$ cat src/rtl/crc_engine.sv
// crc_engine: bit-serial CRC generator/checker, STEP message bits per cycle.
// Valid/ready on both sides; the result is held until the consumer takes it.
module crc_engine #(
   parameter int DATA_W = 11,
   parameter int CRC_W  = 4,
   parameter int STEP   = 1,
   parameter logic [CRC_W-1:0] INIT = '0
) (
   input  logic                      Clk,
   input  logic                      reset,
   input  logic                      in_valid,
   output logic                      in_ready,
   input  logic                      mode,
   input  logic [DATA_W-1:0]         Data_in,
   input  logic [CRC_W:0]            polynomial,
   input  logic [CRC_W-1:0]          crc_in,
   output logic                      out_valid,
   input  logic                      out_ready,
   output logic [DATA_W+CRC_W-1:0]   crc_encoded_data,
   output logic [CRC_W-1:0]          remainder,
   output logic                      crc_ok,
   output logic                      busy
);

   localparam int NSTEP = DATA_W / STEP;
   localparam int CNT_W = (NSTEP > 1) ? $clog2(NSTEP) : 1;
   localparam logic [CNT_W-1:0] LAST = CNT_W'(NSTEP - 1);

   localparam logic [1:0] IDLE  = 2'd0;
   localparam logic [1:0] SHIFT = 2'd1;
   localparam logic [1:0] DONE  = 2'd2;

   logic [1:0]        state;
   logic [CNT_W-1:0]  cnt;
   logic [CRC_W-1:0]  crc_reg;
   logic [CRC_W-1:0]  crc_nxt;
   logic [CRC_W-1:0]  poly_q;
   logic [CRC_W-1:0]  crc_in_q;
   logic [DATA_W-1:0] msg_q;
   logic [DATA_W-1:0] msg_sh;
   logic              mode_q;
   logic              fb;

   assign in_ready = (state == IDLE);
   assign busy     = (state == SHIFT);

   // msg_sh is consumed from its MSB; STEP bits folded per cycle
   always_comb begin
      crc_nxt = crc_reg;
      fb      = 1'b0;
      for (int i = 0; i < STEP; i++) begin
         fb      = crc_nxt[CRC_W-1] ^ msg_sh[DATA_W-1-i];
         crc_nxt = (crc_nxt << 1) ^ (fb ? poly_q : '0);
      end
   end

   always_ff @(posedge Clk or posedge reset) begin
      if (reset) begin
         state            <= IDLE;
         cnt              <= '0;
         crc_reg          <= '0;
         poly_q           <= '0;
         crc_in_q         <= '0;
         msg_q            <= '0;
         msg_sh           <= '0;
         mode_q           <= 1'b0;
         out_valid        <= 1'b0;
         remainder        <= '0;
         crc_encoded_data <= '0;
         crc_ok           <= 1'b0;
      end else begin
         case (state)
            IDLE: begin
               if (in_valid) begin
                  msg_q    <= Data_in;
                  msg_sh   <= Data_in;
                  poly_q   <= polynomial[CRC_W-1:0];
                  mode_q   <= mode;
                  crc_in_q <= crc_in;
                  crc_reg  <= INIT;
                  cnt      <= '0;
                  state    <= SHIFT;
               end
            end
            SHIFT: begin
               crc_reg <= crc_nxt;
               msg_sh  <= msg_sh << STEP;
               cnt     <= cnt + 1'b1;
               if (cnt == LAST) begin
                  cnt              <= '0;
                  state            <= DONE;
                  out_valid        <= 1'b1;
                  remainder        <= crc_nxt;
                  crc_encoded_data <= {msg_q, crc_nxt};
                  crc_ok           <= mode_q && (crc_nxt == crc_in_q);
               end
            end
            DONE: begin
               if (out_ready) begin
                  out_valid <= 1'b0;
                  state     <= IDLE;
               end
            end
            default: state <= IDLE;
         endcase
      end
   end

endmodule

$ cat config.mk
export PLATFORM = sky130hd
export DESIGN_NAME = crc_engine
export DESIGN_NICKNAME = d
export VERILOG_FILES = /design/src/rtl/crc_engine.sv
export SDC_FILE = /design/constraint.sdc
export NUM_CORES = 1
export LEC_CHECK = 0
export CAP_MARGIN = 20
export CORE_MARGIN = 1
export CORE_UTILIZATION = 52
export CTS_BUF_LIST = sky130_fd_sc_hd__clkbuf_4
export DETAILED_ROUTE_END_ITERATION = 6
export PLACE_DENSITY_LB_ADDON = 0.3
export SETUP_SLACK_MARGIN = 0.3
export SYNTH_ARGS = -nofsm -noshare
export SYNTH_HDL_FRONTEND = slang
export SYNTH_SLANG_ARGS = --single-unit
$ cat constraint.sdc
create_clock -name Clk -period 2.1 [get_ports Clk]
set_input_delay 0.42 -clock Clk [delete_from_list [all_inputs] [get_ports Clk]]
set_output_delay 0.42 -clock Clk [all_outputs]
set_load 0.005 [all_outputs]
; Yosys cells after proc, flatten, opt, wreduce, memory -nomap -nowiden
; Index checks and enable logic that the tools add are counted.
[word_totals]
ff_bits = 62
latchBits = 0
ram_bits = 0
rom_bits = 0
inputBits = 25
out_inout_bits = 23
word_cells = 45
memories = 0
[op_classes]
add_sub_neg = 1
n_mul = 0
div = 0
order_cmp = 0
n_eq_ne = 7
shifts = 0
muxes = 14
n_bitwise = 2
n_reduce_logical = 9
[ops]
columns = operator, count
row1 = $pmux W11 S2, 1
row2 = $pmux W4 S2, 2
row3 = $mux W4, 3
row4 = $mux W11, 1
row5 = $mux W2, 3
row6 = $pmux W2 S3, 1
row7 = $reduce_and A2 Y1, 3
row8 = $reduce_and A3 Y1, 2
row9 = $add A4 B1 Y4 const B, 1
row10 = $eq A4 B4 Y1, 1
row11 = $eq A4 B4 Y1 const B, 1
row12 = $ne A2 B2 Y1 const B, 2
row13 = $reduce_bool A2 Y1, 2
row14 = $xor A4 B4 Y4, 1
row15 = $eq A2 B1 Y1 const B, 1
row16 = $eq A2 B2 Y1 const B, 1
row17 = $logic_not A2 Y1, 1
row18 = $mux W1, 2
row19 = $ne A2 B1 Y1 const B, 1
row20 = $pmux W1 S2, 1
row21 = $logic_and A1 B1 Y1, 1
row22 = $xor A1 B1 Y1, 1

; Longest topological paths before layout
; Gate-level depths: netlist of the first run.
[depth]
ltp_word = 5
mapped_depth = 8
depth_no_buf = 7

; Worst setup path after synthesis of the first run
; OpenSTA, ideal clock, no wires.
[synth_path]
kind = reg2reg
start = register cnt[0]
end = register crc_ok
t_arrival_ns = 1.641
t_required_ns = 2.005
path_slack_ns = 0.363
stages_incl_launch_ff = 8
n_path_buf = 0
synth_period_minus_slack_ns = 1.737
cell_sequence = dfrtp_1 inv_1 ha_1 nand2_1 nor2_1 nand4_1 a2111o_1 o31ai_1
[synth_between]
elab_chain_cells = 2
[synth_rtl]
columns = item, line_no
row1 = start: declaration, 34  ; logic [CNT_W-1:0] cnt;
row2 = start signal: assignment, 88  ; cnt <= cnt + 1'b1;
row3 = $eq A4 B4 Y1, 89  ; if (cnt == LAST) begin
row4 = $reduce_and A2 Y1 (no line), --
row5 = end signal: assignment, 95  ; crc_ok <= mode_q && (crc_nxt == crc_in_q);
row6 = end: declaration, 21  ; output logic crc_ok,
; Every way passes these cells.
; A chain may end at the register's enable or synchronous reset.

; Worst setup path after layout of the first run
; Same ends and word-level chain as after synthesis.

==> results of run 1 <==
==> kinds of logic after synthesis <==
family / synth area share
AND/OR/NAND/NOR: 0.1423
adder cells (fa/ha/maj): 0.01023
XOR/XNOR: 0.02815
multiplexers: 0.08751
flip-flops: 0.5937
buffers and inverters: 0.03633
AO/OA/AOI/OAI: 0.1018
==> critical path: stages, from the launching register on <==
cell	delay [ps]
sky130_fd_sc_hd__dfrtp_1	460
sky130_fd_sc_hd__inv_1	90
sky130_fd_sc_hd__ha_1	150
sky130_fd_sc_hd__nand2_1	90
sky130_fd_sc_hd__nor2_2	160
sky130_fd_sc_hd__nand4_1	130
sky130_fd_sc_hd__a2111o_1	370
sky130_fd_sc_hd__o31ai_2	250
==> power by group through the flow <==
| stage | clock network [W] | logic [W] | registers, W |
|---|---|---|---|
| after floorplan | 0 | 0.00110 | 0.00194 |
| after global placement | 0 | 0.00167 | 0.00197 |
| after detailed placement | 0 | 0.00173 | 0.00200 |
| after CTS | 0.00114 | 0.00178 | 0.00197 |
| after global routing | 0.00120 | 0.00198 | 0.00205 |
| final | 0.00113 | 0.00179 | 0.00197 |
==> metrics by stage <==
| step | power (W) | instances | area [um2] | util |
|---|---|---|---|---|
| floorplan | 0.003033 | 228 | 2449 | - |
| global placement | 0.003640 | 319 | 2969 | 0.6681 |
| detailed placement | 0.003725 | 319 | 2969 | 0.6681 |
| CTS | 0.004891 | 337 | 3203 | 0.7207 |
| global route | 0.005226 | 338 | 3217 | 0.7238 |
| finish | 0.004889 | 338 | 3217 | 0.7238 |
==> synth_stat cells, drive strengths merged <==
library cell,instances,area [um2]
o22ai,5,31.28
nand4,1,6.260
a2111o,1,11.26
nor3,2,15.01
a31o,1,8.760
clkbuf,8,30.03
and2,1,6.260
inv,4,15.01
dfrtp,58,1451
xor2,6,60.06
a211o,1,10.01
o31ai,2,15.01
ha,2,25.02
a41oi,1,8.760
xnor2,1,8.760
nand2b,1,6.260
buf,6,40.04
clkinv,1,3.750
nor2,8,30.03
o21ai,6,30.03
mux2,19,214.0
o32ai,1,8.760
nand2,73,276.5
nand3b,1,7.510
a21oi,5,25.02
a311oi,1,8.760
a22oi,10,75.07
o21bai,1,7.510
a22o,1,8.760
==> cell type report <==
cell class,count,share of cell area
Sequential cell,58,0.4516
Tap cell,52,0.02023
Clock inverter,6,0.04006
Multi-Input combinational cell,151,0.2874
Inverter,5,0.007779
Timing Repair Buffer,56,0.1696
Clock buffer,10,0.02334
==> final timing paths <==
| path | endpoint | depth (start not counted) |
|---|---|---|
| min | state[1] | 2 |
| max | crc_ok | 7 |
| min reg2reg | crc_encoded_data[8] | 2 |
| max in group asynchronous | crc_encoded_data[13] | 3 |
| min in group Clk | crc_encoded_data[8] | 2 |
| max reg2reg | crc_ok | 7 |
==> timing repair <==
item / 4_1_cts / 5_1_grt
pin swaps: 1 / 0
buffers inserted: 2 / 1
resized for setup: 7 / 6
setup endpoints to repair: 3 / 15
==> metal layers <==
| layer | share of wire | global-route usage |
|---|---|---|
| met5 | 0 | 0 |
| met4 | 0.011 | 0.09333 |
| met3 | 0.036 | 0.04274 |
| met2 | 0.48 | 0.3430 |
| met1 | 0.47 | 0.3030 |
==> out/summary.md, run 1 <==
• complete, but fails checks — status
• DRC — failing checks
• 314.7 ps — smallest setup slack after layout
• 317 — fill cell total of the finished layout
• 0.2028 — ratio of cells with drive above 1 in the final layout
• 0 — antenna violation net count after detailed routing
• 4.893 mm — total wire length after detailed routing
• built — CTS tree
• 924.6 um2 — multi-input logic area
• in -> async — min-delay worst type
• 0.8501 — crit share post-route
• 2070 ps — CP Data Arrival Time
• 0.5501 — starting density of the core
• 308 — number of nets in the final layout
• 2445 um2 — netlist area before placement
• 14.48 um — average wire per standard cell
• 1520 nW/um2 — PwrDens
• 310 ps — Register-to-Register Setup Slack
• 134 — number of violations reported at the end of detailed-routing iteration 0
• 33 — count of distinct cell types in the synthesized netlist
• 255 — post-synthesis net count
• 0 — number of maximum-capacitance violations
• 46 — # port buffers
• 5.266 — routed via count divided by cell count
• 0.6571 — worst slew margin relative to its limit
• 24 — placement row count
• 71 x sky130_fd_sc_hd__nand2_1, 57 x sky130_fd_sc_hd__dfrtp_1, 44 x sky130_fd_sc_hd__clkdlybuf4s50_1 — top library cells by usage in the layout, fill and taps aside
• 0 ps — setup total negative slack
• cnt[0] — Critical Path Start
• 0 — number of synthesis warnings
• 58 — number of sinks on the clock net
• reg -> reg — category of the critical setup timing path
• 0.404 — Sequential Power Share
• 0 — antenna violations before repair
• 2 — clock buffer depth
• 0 — Hold Buf Count CTS
• 0.8912 mV — maximum VDD drop
• 1780 — number of vias in the routed layout
• crc_encoded_data — Biggest register
• 0.230 — part of the power in the clock network
• 4980 um2 — Die ar.
• 0 — count of final max-slew check failures
• 0 — Inserted Diodes
• 4444 um2 — CORE AREA
• 31.58% — synthesis-to-layout area growth
• flip-flop — sort of element at the end of the critical path
• 70.57 um — die height
• 70.57 um — die extent in x
• sky130_fd_sc_hd__nand2_1 — leading cell type in the layout, fill and taps excluded
• 2390 ps — required time at the endpoint of the critical path
• 0 — Final Hold Violating Endpoints
• 155.9 ps — Place WS
• 8 — drc violations
• flip-flop — Setup crit start kind
• 1785 ps — time the worst path needs with I/O delays and setup
• 6 — biggest fanout along the worst timing path
• 0.5937 — part of the Yosys area used for sequential elements
• 0.003322 W — internal power consumption
• 3 — deepest level of the CTS H-tree
• 0.2189 — GRT Util Overall
• 9 — TritonCTS Buffers
• 380 ps — later-pin clock latency in the skew report
• 44 — maximum number of pins on one net before global-route repair
• 0.8364 — GPL Wtd Cong
• crc_encoded_data: 15 flops, msg_q: 11 flops, msg_sh: 11 flops — largest registers in the final layout
• 0 — global route overflow
• 48 — I/O pin count
• 58 — register bit total from synthesis
• 0.366 — combinational cell fraction of total power
• 513.8 ps — actual transition at the worst max-transition pin
• cnt[0] — reg-to-reg critical path startpoint
• 1.476 nW — static leakage power
• 1453 um2 — total area of sequential cells
• 90 ps — Reg clk slew, reported paths
• 228 — Post-Syn Instances
• 10.72 um2 — mean area per synthesized cell
• 15 — Largest register FFs
• 0 — setup-violating endpoint count in the final report
• 0.5601 GHz — maximum frequency from static timing analysis
• yes — setup repair after global routing missed its margin
• 10.44 ps — clock tree skew after final layout
• 0.001567 W — switching power
• 8.231 mm — wire length of the first global-routing pass
• sky130_fd_sc_hd__clkbuf_4 — Clk Tree Root Cell
• 7 — number of iterations in the first detailed-routing pass
• 3.294 mm — post-DP HPWL
• 366.2 ps — worst slack on hold paths
• 1702 — via count of the first global-routing pass
• 0.3205 — switching power as a share of total power
Power figures use the tool's default switching activity.
==> inputs of run 2 (changes only) <==
==> constraint.sdc (replaced) <==
create_clock -name Clk -period 2.2 [get_ports Clk]
set_input_delay 0.44 -clock Clk [delete_from_list [all_inputs] [get_ports Clk]]
set_output_delay 0.44 -clock Clk [all_outputs]
set_load 0.005 [all_outputs]
==> out/summary.md, run 2 (synthesized netlist as in run 1, its figures left out) <==
• 26.87% — synthesis-to-layout area growth
• 7.798 ps — clock tree skew after final layout, -2.643 ps
• 72 x sky130_fd_sc_hd__nand2_1, 57 x sky130_fd_sc_hd__dfrtp_1, 44 x sky130_fd_sc_hd__clkdlybuf4s50_1 — top library cells by usage in the layout, fill and taps aside
• 90 ps — Reg clk slew, reported paths, about the same
• state[0] — Critical Path Start
• 1722 — via count of the first global-routing pass, +1.2%
• 914.6 um2 — multi-input logic area, -1.1%
• 0.5440 GHz — maximum frequency from static timing analysis
• 4.839 mm — total wire length after detailed routing, -1.1%
• 0.8747 — GPL Wtd Cong, +4.6%
• 1.436 nW — static leakage power, -2.7%
• 0 — number of maximum-capacitance violations, unchanged
• 14.36 um — average wire per standard cell, -0.81%
• sky130_fd_sc_hd__nand2_1 — leading cell type in the layout, fill and taps excluded
• crc_encoded_data: 15 flops, msg_q: 11 flops, msg_sh: 11 flops — largest registers in the final layout
• built — CTS tree
• 0 — global route overflow, unchanged
• 9 — TritonCTS Buffers, unchanged
• 3 — deepest level of the CTS H-tree, unchanged
• 10 — biggest fanout along the worst timing path, +4
• 1400 ps — CP Data Arrival Time, -670 ps
• 24 — placement row count, unchanged
• 48 — I/O pin count, unchanged
• 0.5501 — starting density of the core, unchanged
• 125 — number of violations reported at the end of detailed-routing iteration 0, -6.7%
• in -> async — min-delay worst type
• crc_reg[3] — reg-to-reg critical path startpoint
• 7 — number of iterations in the first detailed-routing pass, unchanged
• yes — setup repair after global routing missed its margin
• 1838 ps — time the worst path needs with I/O delays and setup
• 0 — setup-violating endpoint count in the final report, unchanged
• 840.1 ps — actual transition at the worst max-transition pin, +326.3 ps
• 0 — antenna violation net count after detailed routing, unchanged
• 0.2246 — GRT Util Overall, +0.005682
• 0 — Final Hold Violating Endpoints, unchanged
• complete, but fails checks — status
• 1347 nW/um2 — PwrDens, -11%
• 3.294 mm — post-DP HPWL, about the same
• 1784 — number of vias in the routed layout, +0.22%
• 427.0 ps — worst slack on hold paths, +60.84 ps
• 58 — number of sinks on the clock net, unchanged
• buf_4 > nand2b_4 > clkinv_4 > dlygate4sd2_1 — worst path cell trace
• 8.252 mm — wire length of the first global-routing pass, +0.26%
• 70.57 um — die height, unchanged
• 59 — maximum number of pins on one net before global-route repair, +34%
• 0.1789 — ratio of cells with drive above 1 in the final layout, -0.02385
• 0 — Inserted Diodes, unchanged
• 15 — Largest register FFs, unchanged
• primary output — sort of element at the end of the critical path
• 2 — clock buffer depth, unchanged
• 0.8355 — crit share post-route
• sky130_fd_sc_hd__dfrtp_2 — slowest stage cell, crit path
• sky130_fd_sc_hd__clkbuf_4 — Clk Tree Root Cell
• 0.7772 mV — maximum VDD drop, -13%
• 5.294 — routed via count divided by cell count, +0.52%
• 4444 um2 — CORE AREA, unchanged
• 4980 um2 — Die ar., unchanged
• crc_encoded_data — Biggest register
• 0 — antenna violations before repair, unchanged
• 1760 ps — required time at the endpoint of the critical path, -630 ps
• 0 — count of final max-slew check failures, unchanged
• 380 ps — later-pin clock latency in the skew report, about the same
• 0 — Hold Buf Count CTS, unchanged
• 46 — # port buffers, unchanged
• 1453 um2 — total area of sequential cells, unchanged
• DRC — failing checks
• 9 — drc violations, +1
• 0.4378 — worst slew margin relative to its limit, -0.2192
• 355 — fill cell total of the finished layout, +12%
• reg -> out — category of the critical setup timing path
• flip-flop — Setup crit start kind
• 307 — number of nets in the final layout, -0.32%
• 70.57 um — die extent in x, unchanged
• 0.004178 W — overall power of the completed layout, -15%
• 0 ps — setup total negative slack, unchanged
• 440 ps — delay contributed by the slowest stage of the critical path, -20 ps
-- run 2: cell count changes in the layout (fill, tap and decap cells not counted), sizes merged --
cell | previous run | this run
buf | 10 | 9
bufinv | 4 | 0
clkinv | 2 | 6
clkinvlp | 1 | 0
dlymetal6s2s | 0 | 1
-- run 2: where the power goes --
| group | internal, W | total (W) | switching [W] |
|---|---|---|---|
| sequential | 0.00156 | 0.00188 | 0.000320 |
| combinational | 0.000910 | 0.00169 | 0.000779 |
| clock | 0.000244 | 0.000610 | 0.000367 |
-- run 2: area by class of cell --
type / count / area share
Clock buffer: 11 / 0.02662
Clock inverter: 5 / 0.006858
Inverter: 5 / 0.007664
Multi-Input combinational cell: 151 / 0.2949
Sequential cell: 58 / 0.4683
Tap cell: 52 / 0.02098
Timing Repair Buffer: 55 / 0.1747
-- run 2: layer usage --
metal	track usage	wire (um)	share of wire	vias up
met4	0.07333	60	0.012	0
met1	0.3079	2248	0.46	860
li1	-	-	-	872
met3	0.08974	269	0.056	6
met5	0	0	0	-
met2	0.3323	2260	0.47	46
-- run 2: worst paths after layout --
check                            end  slack (ps)  depth (start not counted)
hold / removal              msg_q[9]         430                          3
max in group asynchronous   state[0]        1500                          3
hold reg to reg            msg_sh[1]         470                          2
min in group Clk           msg_sh[1]         470                          2
setup / recovery                busy         360                          4
setup reg to reg              crc_ok         450                          5
-- run 2: worst max-delay path, delay by kind of cell, from the launching register on --
kind / cells / cell delay, ps
DFF: 1 / 440
buffers and inverters: 3 / 510
and+or+nand+nor: 1 / 70
-- run 2: per-stage QoR --
stage	util	instance area (um2)	instances	worst slack, ps
after floorplan	-	2445	228	332.0
after global placement	0.6689	2973	320	298.3
after detailed placement	0.6689	2973	320	249.8
after CTS	0.6948	3088	336	266.9
after global routing	0.6979	3102	337	267.1
final	0.6979	3102	337	361.8
-- run 2: what timing repair did --
item                       CTS  global route
setup endpoints to repair    1             1
buffers inserted             0             1
resized for setup            4             3
pin swaps                    0             1
==> inputs of run 3 (changes only) <==
--- a/config.mk
+++ b/config.mk
@@ -7,7 +7,7 @@
 export LEC_CHECK = 0
 export CAP_MARGIN = 20
 export CORE_MARGIN = 1
-export CORE_UTILIZATION = 52
+export CORE_UTILIZATION = 48
 export CTS_BUF_LIST = sky130_fd_sc_hd__clkbuf_4
 export DETAILED_ROUTE_END_ITERATION = 6
 export PLACE_DENSITY_LB_ADDON = 0.3
==> constraint.sdc (replaced) <==
create_clock -name Clk -period 1.64 [get_ports Clk]
set_input_delay 0.328 -clock Clk [delete_from_list [all_inputs] [get_ports Clk]]
set_output_delay 0.328 -clock Clk [all_outputs]
set_load 0.005 [all_outputs]
==> out/summary.md, run 3 (synthesized netlist as in run 1, its figures left out) <==
• complete, but fails checks — status
• setup timing — failing checks
• 0.7341 — worst slew margin relative to its limit, +0.2962
• 0 — antenna violations before repair, unchanged
• 0.5021 — met2 global-route usage, +0.1698
• 5383 um2 — Die ar., +8.1%
• 8.373 mm — total wire length after detailed routing, +73%
• 363 — number of nets in the final layout, +18%
• 58 — number of sinks on the clock net, unchanged
• 0 — antenna violation net count after detailed routing, unchanged
• -139.3 ps — smallest setup slack after layout, -501.2 ps
• 0.5620 GHz — maximum frequency from static timing analysis
• 120 ps — Reg clk slew, reported paths, +30 ps
• 398.9 ps — actual transition at the worst max-transition pin, -441.2 ps
• -22.91 ps — Place WS, -272.7 ps
• 0 — count of final max-slew check failures, unchanged
• 0.3037 — GRT Util Overall, +0.07903
• crc_encoded_data — Biggest register
• in -> async — min-delay worst type
• crc_encoded_data: 15 flops, msg_q: 11 flops, msg_sh: 11 flops — largest registers in the final layout
• 48 — I/O pin count, unchanged
• 2275 — number of vias in the routed layout, +28%
• 5 — worst-case reg-to-reg path depth, unchanged
• 0.5075 — starting density of the core, -0.04258
• 1779 ps — time the worst path needs with I/O delays and setup
• 3214 um2 — instance area at placement, +8.1%
• 1950 ps — required time at the endpoint of the critical path, +190 ps
• sky130_fd_sc_hd__dfrtp_1 — leading cell type in the layout, fill and taps excluded
• -139.3 ps — setup total negative slack, -139.3 ps
• reg -> reg — category of the critical setup timing path
• 4161 um2 — post-route standard cell area excluding fillers, +34%
• 25 — placement row count, +4.2%
• 0 — global route overflow, unchanged
• 216.6 ps — worst slack on hold paths, -210.4 ps
• 1.992 nW — static leakage power, +39%
• 28 — maximum number of pins on one net before global-route repair, -53%
• 1 — setup-violating endpoint count in the final report, +1
• 5 — biggest fanout along the worst timing path, -5
• met2 — Most Used Layer, Global Route
• 9 — TritonCTS Buffers, unchanged
• 2288 — via count of the first global-routing pass, +33%
• 20.52 um — average wire per standard cell, +43%
• 1.351 mV — maximum VDD drop, +74%
• 2 — clock buffer depth, unchanged
• 1968 nW/um2 — PwrDens, +46%
• 0.3624 — fraction of met1 tracks used by global routing, +0.05448
• 174 — number of violations reported at the end of detailed-routing iteration 0, +39%
• flip-flop — Setup crit start kind
• 0 — Final Hold Violating Endpoints, unchanged
• 1.085 — crit share post-route
• 23.29 ps — clock tree skew after final layout, +15.49 ps
• 5.576 — routed via count divided by cell count, +5.3%
• 2090 ps — CP Data Arrival Time, +690 ps
• 0 — number of maximum-capacitance violations, unchanged
• 0.8779 — GPL Wtd Cong, +0.37%
• built — CTS tree
• 0 — Inserted Diodes, unchanged
• flip-flop — sort of element at the end of the critical path
• 0 — drc violations, -9
• 0.08505 — GRT met3 Usage, -0.004696
• 11.56 mm — wire length of the first global-routing pass, +40%
• 73.37 um — die extent in x, +4.0%
• sky130_fd_sc_hd__clkbuf_4 — Clk Tree Root Cell
• 73.37 um — die height, +4.0%
• 0 — Hold Buf Count CTS, unchanged
• 0.5748 — ratio of cells with drive above 1 in the final layout, +0.3958
• 15 — Largest register FFs, unchanged
• 3.735 mm — post-DP HPWL, +13%
• 57 x sky130_fd_sc_hd__dfrtp_1, 37 x sky130_fd_sc_hd__nand2_1, 28 x sky130_fd_sc_hd__buf_4 — top library cells by usage in the layout, fill and taps aside
• 46 — # port buffers, unchanged
• yes — setup repair after global routing missed its margin
• 0.008189 W — overall power of the completed layout, +96%
• 4 — number of iterations in the first detailed-routing pass, -3
• 410 ps — later-pin clock latency in the skew report, +30 ps
• 70.21% — synthesis-to-layout area growth
• 3 — deepest level of the CTS H-tree, unchanged
• 4817 um2 — CORE AREA, +8.4%
==> run 3: cell types whose count changed in the layout (fill, tap and decap cells not counted), sizes merged, moves of 2 or more <==
cell,delta
buf,+67
clkbuf,+12
clkdlybuf4s50,-21
clkinv,-2
==> run 3: per-layer routing <==
metal	part of all wire	vias to the layer above
met3	0.043	31
li1	-	989
met5	0	-
met1	0.40	1157
met2	0.51	98
met4	0.043	0
==> run 3: worst paths after layout <==
| kind | startpoint | to | slack, ps |
|---|---|---|---|
| hold reg to reg | crc_encoded_data[8] | crc_encoded_data[8] | 500 |
| hold / removal | reset | crc_encoded_data[12] | 220 |
| setup reg to reg | crc_reg[3] | crc_ok | -140 |
| min in group Clk | crc_encoded_data[8] | crc_encoded_data[8] | 500 |
| max in group asynchronous | reset | mode_q | 970 |
| setup / recovery | crc_reg[3] | crc_ok | -140 |
==> run 3: report_power, final <==
group / internal (W) / switching, W / total (W)
clock network: 0.000506 / 0.000533 / 0.00104
registers: 0.00209 / 0.000656 / 0.00275
logic: 0.00241 / 0.00199 / 0.00440
total: 0.00501 / 0.00318 / 0.00819
==> run 3: metrics by stage <==
step                  util  std cells
finish              0.8639        408
global route        0.8639        408
CTS                 0.8106        394
detailed placement  0.6673        346
global placement    0.6673        346
floorplan                -        228
==> run 3: worst max-delay path, cell delays in order, from the launching register on <==
cell and delay, ps:
sky130_fd_sc_hd__dfrtp_1 430, sky130_fd_sc_hd__xor2_2 310, sky130_fd_sc_hd__nand2_2 120, sky130_fd_sc_hd__xor2_1 200, sky130_fd_sc_hd__a2111o_1 410, sky130_fd_sc_hd__o31ai_2 220
==> run 3: layout make-up <==
type                            instances  area (um2)
Tap cell                               67       83.83
Sequential cell                        58        1453
Clock buffer                           12       90.09
Timing Repair Buffer                  110        1121
Clock inverter                          4       42.54
Fill cell                             236       655.6
Multi-Input combinational cell        152        1344
Inverter                                5       27.53
==> run 3: repair_timing <==
| item | in CTS | in global routing |
|---|---|---|
| endpoints found under the setup margin | 77 | 74 |
| gates resized for setup | 147 | 58 |
| pin swaps | 41 | 18 |
| buffers inserted | 28 | 13 |
| cloned | 4 | 1 |
| endpoints found under the hold margin | 0 | 0 |
